===== config.mk =====
export PLATFORM = sky130hd
export DESIGN_NAME = modulation_symbol_scheduler_flat
export DESIGN_NICKNAME = d
export VERILOG_FILES = /design/src/rtl/modulation_symbol_scheduler_if.sv /design/src/rtl/modulation_symbol_scheduler.sv /design/src/flat_wrapper.sv
export SDC_FILE = /design/constraint.sdc
export NUM_CORES = 1
export LEC_CHECK = 0
export BUFFER_PORTS_ARGS = -buffer_cell sky130_fd_sc_hd__buf_2
export CORE_AREA = 2 2 119 75
export CTS_BUF_LIST = sky130_fd_sc_hd__clkbuf_8
export CTS_CLUSTER_DIAMETER = 60
export DETAILED_ROUTE_END_ITERATION = 8
export DIE_AREA = 0 0 121 77
export MAX_ROUTING_LAYER = met4
export PLACE_DENSITY_LB_ADDON = 0.3
export SYNTH_ARGS = -nofsm -noshare
export SYNTH_HDL_FRONTEND = slang
export SYNTH_SLANG_ARGS = --single-unit

===== constraint.sdc =====
create_clock -name clk -period 2.89 [get_ports clk]
set_input_delay 0.578 -clock clk [delete_from_list [all_inputs] [get_ports clk]]
set_output_delay 0.578 -clock clk [all_outputs]
set_load 0.1 [all_outputs]

===== src/rtl/modulation_symbol_scheduler_if.sv =====
`default_nettype none
// ============================================================================
// Module      : modulation_symbol_scheduler_if
// Description : Control and data bundle between the symbol scheduler, the LFSR
//               and the carrier modulator.
// Revision    : 1.0 - initial release
// ============================================================================
interface modulation_symbol_scheduler_if;
  logic        enable;
  logic [2:0]  mode_req;
  logic [31:0] symbol_period;
  logic [4:0]  rand_bits;
  logic        lfsr_advance;
  logic [1:0]  modulating_bits;
  logic [2:0]  modulation_selector;
  logic [31:0] fsk_dds_increment;
  logic        symbol_strobe;
  logic        mute;

  modport master (
    output enable, mode_req, symbol_period, rand_bits,
    input  lfsr_advance, modulating_bits, modulation_selector,
           fsk_dds_increment, symbol_strobe, mute
  );

  modport slave (
    input  enable, mode_req, symbol_period, rand_bits,
    output lfsr_advance, modulating_bits, modulation_selector,
           fsk_dds_increment, symbol_strobe, mute
  );
endinterface
`default_nettype wire


===== src/rtl/modulation_symbol_scheduler.sv =====
`default_nettype none
// ============================================================================
// Module      : modulation_symbol_scheduler
// Description : Paces symbol boundaries, draws LFSR bits per symbol and inserts
//               a muted guard interval when the modulation mode changes.
// Revision    : 1.0 - initial release
// ============================================================================
module modulation_symbol_scheduler #(
  parameter logic [31:0] FSK_INCR_0   = 32'd172,
  parameter logic [31:0] FSK_INCR_1   = 32'd344,
  parameter int unsigned MUTE_SYMBOLS = 1
) (
  input  wire logic                    clk,
  input  wire logic                    reset,
  modulation_symbol_scheduler_if.slave bus
);

  typedef enum logic [1:0] {
    S_IDLE = 2'd0,
    S_RUN  = 2'd1,
    S_MUTE = 2'd2
  } state_t;

  localparam logic [3:0] c_last_guard = 4'(MUTE_SYMBOLS - 1);

  state_t      r_state, w_state_nxt;
  logic [31:0] r_cnt, w_cnt_nxt;
  logic [3:0]  r_guard, w_guard_nxt;
  logic [1:0]  r_bits, w_bits_nxt;
  logic [2:0]  r_sel, w_sel_nxt;
  logic [31:0] r_incr, w_incr_nxt;
  logic        r_mute, w_mute_nxt;
  logic        r_adv, w_adv_nxt;
  logic        r_strobe, w_strobe_nxt;

  logic [31:0] w_period;
  logic        w_boundary;
  logic [2:0]  w_mode;
  logic        w_load;
  logic [2:0]  w_load_sel;
  logic        w_unused_rand;

  assign w_period      = (bus.symbol_period < 32'd2) ? 32'd2 : bus.symbol_period;
  // >= so a period shortened mid-symbol terminates the symbol immediately
  assign w_boundary    = (r_cnt >= (w_period - 32'd1));
  assign w_mode        = (bus.mode_req > 3'd4) ? 3'd0 : bus.mode_req;
  assign w_unused_rand = ^bus.rand_bits[4:2];

  always_comb begin
    w_state_nxt  = r_state;
    w_cnt_nxt    = r_cnt;
    w_guard_nxt  = r_guard;
    w_bits_nxt   = r_bits;
    w_sel_nxt    = r_sel;
    w_incr_nxt   = r_incr;
    w_mute_nxt   = r_mute;
    w_adv_nxt    = 1'b0;
    w_strobe_nxt = 1'b0;
    w_load       = 1'b0;
    w_load_sel   = r_sel;

    case (r_state)
      S_IDLE: begin
        if (bus.enable) begin
          w_load      = 1'b1;
          w_load_sel  = w_mode;
          w_state_nxt = S_RUN;
        end
      end
      S_RUN: begin
        if (!w_boundary) begin
          w_cnt_nxt = r_cnt + 32'd1;
        end else if (!bus.enable) begin
          w_state_nxt = S_IDLE;
          w_mute_nxt  = 1'b1;
          w_bits_nxt  = 2'b00;
          w_cnt_nxt   = 32'd0;
        end else if (w_mode != r_sel) begin
          w_state_nxt = S_MUTE;
          w_sel_nxt   = w_mode;
          w_bits_nxt  = 2'b00;
          w_mute_nxt  = 1'b1;
          w_cnt_nxt   = 32'd0;
          w_guard_nxt = 4'd0;
        end else begin
          w_load = 1'b1;
        end
      end
      S_MUTE: begin
        if (!bus.enable) begin
          w_state_nxt = S_IDLE;
          w_cnt_nxt   = 32'd0;
        end else if (!w_boundary) begin
          w_cnt_nxt = r_cnt + 32'd1;
        end else if (r_guard == c_last_guard) begin
          w_load      = 1'b1;
          w_state_nxt = S_RUN;
        end else begin
          w_cnt_nxt   = 32'd0;
          w_guard_nxt = r_guard + 4'd1;
        end
      end
      default: begin
        w_state_nxt = S_IDLE;
        w_mute_nxt  = 1'b1;
        w_bits_nxt  = 2'b00;
        w_cnt_nxt   = 32'd0;
      end
    endcase

    // Bits are captured on this edge; the LFSR steps afterwards on lfsr_advance
    if (w_load) begin
      w_sel_nxt    = w_load_sel;
      w_bits_nxt   = (w_load_sel == 3'b100) ? bus.rand_bits[1:0] : {1'b0, bus.rand_bits[0]};
      w_incr_nxt   = bus.rand_bits[0] ? FSK_INCR_1 : FSK_INCR_0;
      w_strobe_nxt = 1'b1;
      w_adv_nxt    = 1'b1;
      w_cnt_nxt    = 32'd0;
      w_mute_nxt   = 1'b0;
    end
  end

  always_ff @(posedge clk or posedge reset) begin
    if (reset) begin
      r_state  <= S_IDLE;
      r_cnt    <= 32'd0;
      r_guard  <= 4'd0;
      r_bits   <= 2'b00;
      r_sel    <= 3'b000;
      r_incr   <= FSK_INCR_0;
      r_mute   <= 1'b1;
      r_adv    <= 1'b0;
      r_strobe <= 1'b0;
    end else begin
      r_state  <= w_state_nxt;
      r_cnt    <= w_cnt_nxt;
      r_guard  <= w_guard_nxt;
      r_bits   <= w_bits_nxt;
      r_sel    <= w_sel_nxt;
      r_incr   <= w_incr_nxt;
      r_mute   <= w_mute_nxt;
      r_adv    <= w_adv_nxt;
      r_strobe <= w_strobe_nxt;
    end
  end

  assign bus.lfsr_advance        = r_adv;
  assign bus.modulating_bits     = r_bits;
  assign bus.modulation_selector = r_sel;
  assign bus.fsk_dds_increment   = r_incr;
  assign bus.symbol_strobe       = r_strobe;
  assign bus.mute                = r_mute;

endmodule
`default_nettype wire


===== src/flat_wrapper.sv =====
// flat-port wrapper written by rule: the top's interface ports become plain ports
module modulation_symbol_scheduler_flat 
#(
  parameter logic [31:0] FSK_INCR_0   = 32'd172,
  parameter logic [31:0] FSK_INCR_1   = 32'd344,
  parameter int unsigned MUTE_SYMBOLS = 1
)
  (clk, reset, bus_enable, bus_mode_req, bus_symbol_period, bus_rand_bits, bus_lfsr_advance, bus_modulating_bits, bus_modulation_selector, bus_fsk_dds_increment, bus_symbol_strobe, bus_mute);
  modulation_symbol_scheduler_if bus_i ();
  input  wire logic clk;
  input  wire logic reset;
  input wire logic [$bits(bus_i.enable)-1:0] bus_enable;
  input wire logic [$bits(bus_i.mode_req)-1:0] bus_mode_req;
  input wire logic [$bits(bus_i.symbol_period)-1:0] bus_symbol_period;
  input wire logic [$bits(bus_i.rand_bits)-1:0] bus_rand_bits;
  output wire logic [$bits(bus_i.lfsr_advance)-1:0] bus_lfsr_advance;
  output wire logic [$bits(bus_i.modulating_bits)-1:0] bus_modulating_bits;
  output wire logic [$bits(bus_i.modulation_selector)-1:0] bus_modulation_selector;
  output wire logic [$bits(bus_i.fsk_dds_increment)-1:0] bus_fsk_dds_increment;
  output wire logic [$bits(bus_i.symbol_strobe)-1:0] bus_symbol_strobe;
  output wire logic [$bits(bus_i.mute)-1:0] bus_mute;
  assign bus_i.enable = bus_enable;
  assign bus_i.mode_req = bus_mode_req;
  assign bus_i.symbol_period = bus_symbol_period;
  assign bus_i.rand_bits = bus_rand_bits;
  assign bus_lfsr_advance = bus_i.lfsr_advance;
  assign bus_modulating_bits = bus_i.modulating_bits;
  assign bus_modulation_selector = bus_i.modulation_selector;
  assign bus_fsk_dds_increment = bus_i.fsk_dds_increment;
  assign bus_symbol_strobe = bus_i.symbol_strobe;
  assign bus_mute = bus_i.mute;
  modulation_symbol_scheduler #(.FSK_INCR_0(FSK_INCR_0), .FSK_INCR_1(FSK_INCR_1), .MUTE_SYMBOLS(MUTE_SYMBOLS)) u_core (.clk(clk), .reset(reset), .bus(bus_i));
endmodule

==> metrics.md <==
| Metric | Value |
|---|---|
| Status | `finished, violations left` |
| Failing checks | `negative setup slack` |
| Fin cells | `785` |
| Mapped Area | `4380 um^2` |
| Avg WL per Cell | `17.7 um` |
| CTS root buffer | `clkbuf_8` |
| Die height | `77 um` |
| R2R Path End | `u_core.r_cnt[16]` |
| Die Area | `9320 um^2` |
| Fillers | `562` |
| Starting Density | `0.532` |
| Origin of the critical flop-to-flop path | `u_core.r_cnt[0]` |
| Final hold violations | `0` |
| Cells after DPL | `752` |
| Port bufs | `53` |
| CTS tree | `done` |
| Ys async rst share | `1.00` |
| Slew headroom | `0.585` |
| CTS buffer count | `5` |
| Register area share after synthesis | `0.269` |
| Final wirelength | `13900 um` |
| Routing usage on met2 | `0.457` |
| Critical Path AT | `5.42 ns` |
| Max Cap Violations | `0` |
| Initial DRC Count | `420` |
| Largest net degree at the start of global routing | `48` |
| DRC viols | `0` |
| WS Path Type | `input port to flop` |
| Post-DP HPWL | `9220 um` |
| GR Overflow Total | `0` |
| Share of layout cells above drive strength 1 | `0.389` |
| Multi-input gate area | `3320 um^2` |
| CP required | `3.13 ns` |
| RSZ-0062 raised after global routing | `yes` |
| Drt pass-1 iters | `7` |
| H-Tree Depth | `2` |
| Main flop type after synthesis | `dfrtp_1` |
| CP max FO | `4` |
| Final Power | `4.00 mW` |
| Post-synth EDFFs | `0` |
| Most Used Layer, Global Route | `met2` |
| Ys Warns | `0` |
| PwrDens | `662 nW/um^2` |
| Reg2Reg Depth | `11` |
| All-Layer GR Usage | `0.289` |
| Met3 usage | `0.0618` |
| Antenna Cells | `0` |
| Final setup viols | `47` |
| Clk buf depth | `2` |
| Post-Synthesis Cells | `518` |
| Vias per cell | `5.95` |
| Fin. max-slew vios | `0` |
| Clk_lat worst skew | `0.32 ns` |
| Crit. End Element | `flop` |
| Initial antenna violation count | `0` |
| CTS Sinks | `47` |
| R2R setup slack | `-0.02 ns` |
| Yosys cell types | `73` |
| Cell area after layout | `6040 um^2` |
| Fin crit period | `5.18 ns` |
| Register area | `1180 um^2` |
| Syn avg cell area | `8.45 um^2` |
| Final period util | `1.79` |
| I/O pin count | `83` |
| ANT nets after route | `0` |
| Clock-pin transition on the worst setup and hold timing paths | `0.10 ns` |
| Crit path to | `u_core.r_cnt[16]` |
| Core area | `8230 um^2` |
| Worst hold-check path type | `input port to asynchronous set/reset pin` |
| Fin nets | `755` |
| First-pass GRT wire length | `21200 um` |
| Row Count | `26` |
| Worst Setup Slack, final | `-2.29 ns` |
| DR vias | `4670` |
| Leakage | `2.76 nW` |
| Setup Slack @ Placement | `-2.75 ns` |
| Critical path startpoint | `bus_symbol_period[13]` |
| Critical Path Start Type | `input port` |
| Layout area overhead | `38.0%` |
| Worst Tran Pin Value | `0.623 ns` |
| Worst vdd ir | `0.433 mV` |
| Clock Skew | `0.0176 ns` |
| Post-layout util | `0.734` |
| Grt met1 use | `0.383` |
| Synth Register Bits | `47` |
| DP Area | `5310 um^2` |
| Gpl congestion | `0.916` |
| Peak Freq | `193 MHz` |
| Die Span X | `121 um` |
| Vias in the first global route | `4494` |
## area by class of cell
class | count | share of cell area
Tap cell | 112 | 0.0232
Clock buffer | 6 | 0.0137
Sequential cell | 47 | 0.195
Inverter | 16 | 0.00994
Timing Repair Buffer | 164 | 0.202
Clock inverter | 2 | 0.00642
Multi-Input combinational cell | 438 | 0.549
## how the worst min path moves through the flow
stage,startpoint,endpoint,cells past startpoint
final,reset,u_core.r_cnt[30],3
after global routing,reset,u_core.r_cnt[30],3
after CTS,reset,u_core.r_cnt[30],3
after detailed placement,u_core.bus.mute,u_core.bus.mute,1
after global placement,u_core.bus.mute,u_core.bus.mute,1
after floorplan,u_core.r_cnt[29],u_core.r_cnt[29],1
## through the flow
stage               TNS (ns)  hold slack (ns)
global route         -111.55            0.479
floorplan            -101.29            0.495
finish               -101.43            0.404
detailed placement   -119.48            0.516
CTS                   -97.06            0.431
global placement     -114.32            0.505
## where the power goes
| part | switching [mW] | leakage (nW) | internal [mW] |
|---|---|---|---|
| clock | 0.245 | 0.0618 | 0.285 |
| sequential | 0.0733 | 0.637 | 0.733 |
| combinational | 1.70 | 2.06 | 0.970 |
| total | 2.01 | 2.76 | 1.99 |
## layer usage
layer,vias up,share of wire
li1,2167,-
met2,236,0.47
met5,-,0
met1,2223,0.42
met3,44,0.087
met4,0,0.022
## synthesized netlist by cell type, types with 3 or more instances
cell | n | area share
a31oi_1 | 14 | 0.020
nor2b_1 | 5 | 0.0071
a221o_1 | 3 | 0.0069
o31ai_1 | 4 | 0.0069
nand2_1 | 60 | 0.051
xor2_1 | 11 | 0.022
or2_2 | 5 | 0.0071
a21o_1 | 4 | 0.0069
or4_1 | 6 | 0.010
nor3b_1 | 6 | 0.010
nand4_1 | 7 | 0.010
nor3_1 | 19 | 0.022
and2_1 | 6 | 0.0086
ha_1 | 40 | 0.11
a21oi_1 | 29 | 0.033
nand3_1 | 30 | 0.034
xnor2_1 | 18 | 0.036
inv_1 | 16 | 0.014
a22o_1 | 4 | 0.0080
and3_1 | 9 | 0.013
or3_1 | 7 | 0.010
nor2_1 | 29 | 0.025
buf_4 | 33 | 0.057
o21ai_0 | 21 | 0.024
dfrtp_1 | 45 | 0.26
nor4_1 | 4 | 0.0057
and4_1 | 3 | 0.0060
o21a_1 | 5 | 0.0086
nand2b_1 | 5 | 0.0071
mux2_2 | 7 | 0.018
buf_6 | 4 | 0.010
## logic make-up after synthesis
logic type / count (synthesis) / share of synthesized area
AND/OR/NAND/NOR: 217 / 0.269
AO/OA/AOI/OAI: 117 / 0.181
buffers and inverters: 57 / 0.0846
flip-flops: 47 / 0.269
adder cells (fa/ha/maj): 40 / 0.114
XOR/XNOR: 29 / 0.0580
multiplexers: 9 / 0.0226
other: 2 / 0.00172
## repair_timing
action	4_1_cts	5_1_grt
cloned	3	1
hold buffers	0	0
setup buffers	16	7
hold endpoints to repair	0	0
setup endpoints to repair	47	47
pin swaps	27	18
resized for setup	53	49
## flip-flops by register name (all words and copies together), names as in the netlist
signal,count
u_core.r_state,2
u_core.r_guard,4
u_core.bus.modulation_selector,3
u_core.r_cnt,32
u_core.bus.modulating_bits,2
u_core.bus.mute,1
u_core.bus.lfsr_advance,1
u_core.bus.fsk_dds_increment,2
## worst max-delay path: stages
cell and delay (ns):
buf_6 0.09, or4_4 0.57, nor4b_4 0.35, nand3_2 0.15
or4_4 0.46, buf_4 0.15, nor2b_2 0.16, ha_4 0.17
nand2b_4 0.08, nor2_4 0.05, buf_4 0.14, nand2_4 0.07
nor2_1 0.05, xnor2_1 0.12, ha_1 0.31, and4_1 0.23
a221o_1 0.37, a22oi_2 0.32, a31oi_4 0.19, buf_6 0.16
or4_4 0.48, a21oi_2 0.15
## placed cells by master (no fill, tap or decap), types with 8 or more instances in the layout
cell     netlist  routed
a31oi_1       14      11
buf_6          4      21
nand3_1       30      25
ha_1          40      39
nand2_1       60      55
buf_2          2      52
dfrtp_1       45      45
o21ai_0       21      11
buf_4         33      88
nor2_1        29      28
a21oi_1       29      22
nor3_1        19      16
inv_1         16      15
a21oi_2        2       8
conb_1         2      26
xor2_1        11      11
xnor2_1       18      18
Power figures use the tool's default switching activity.
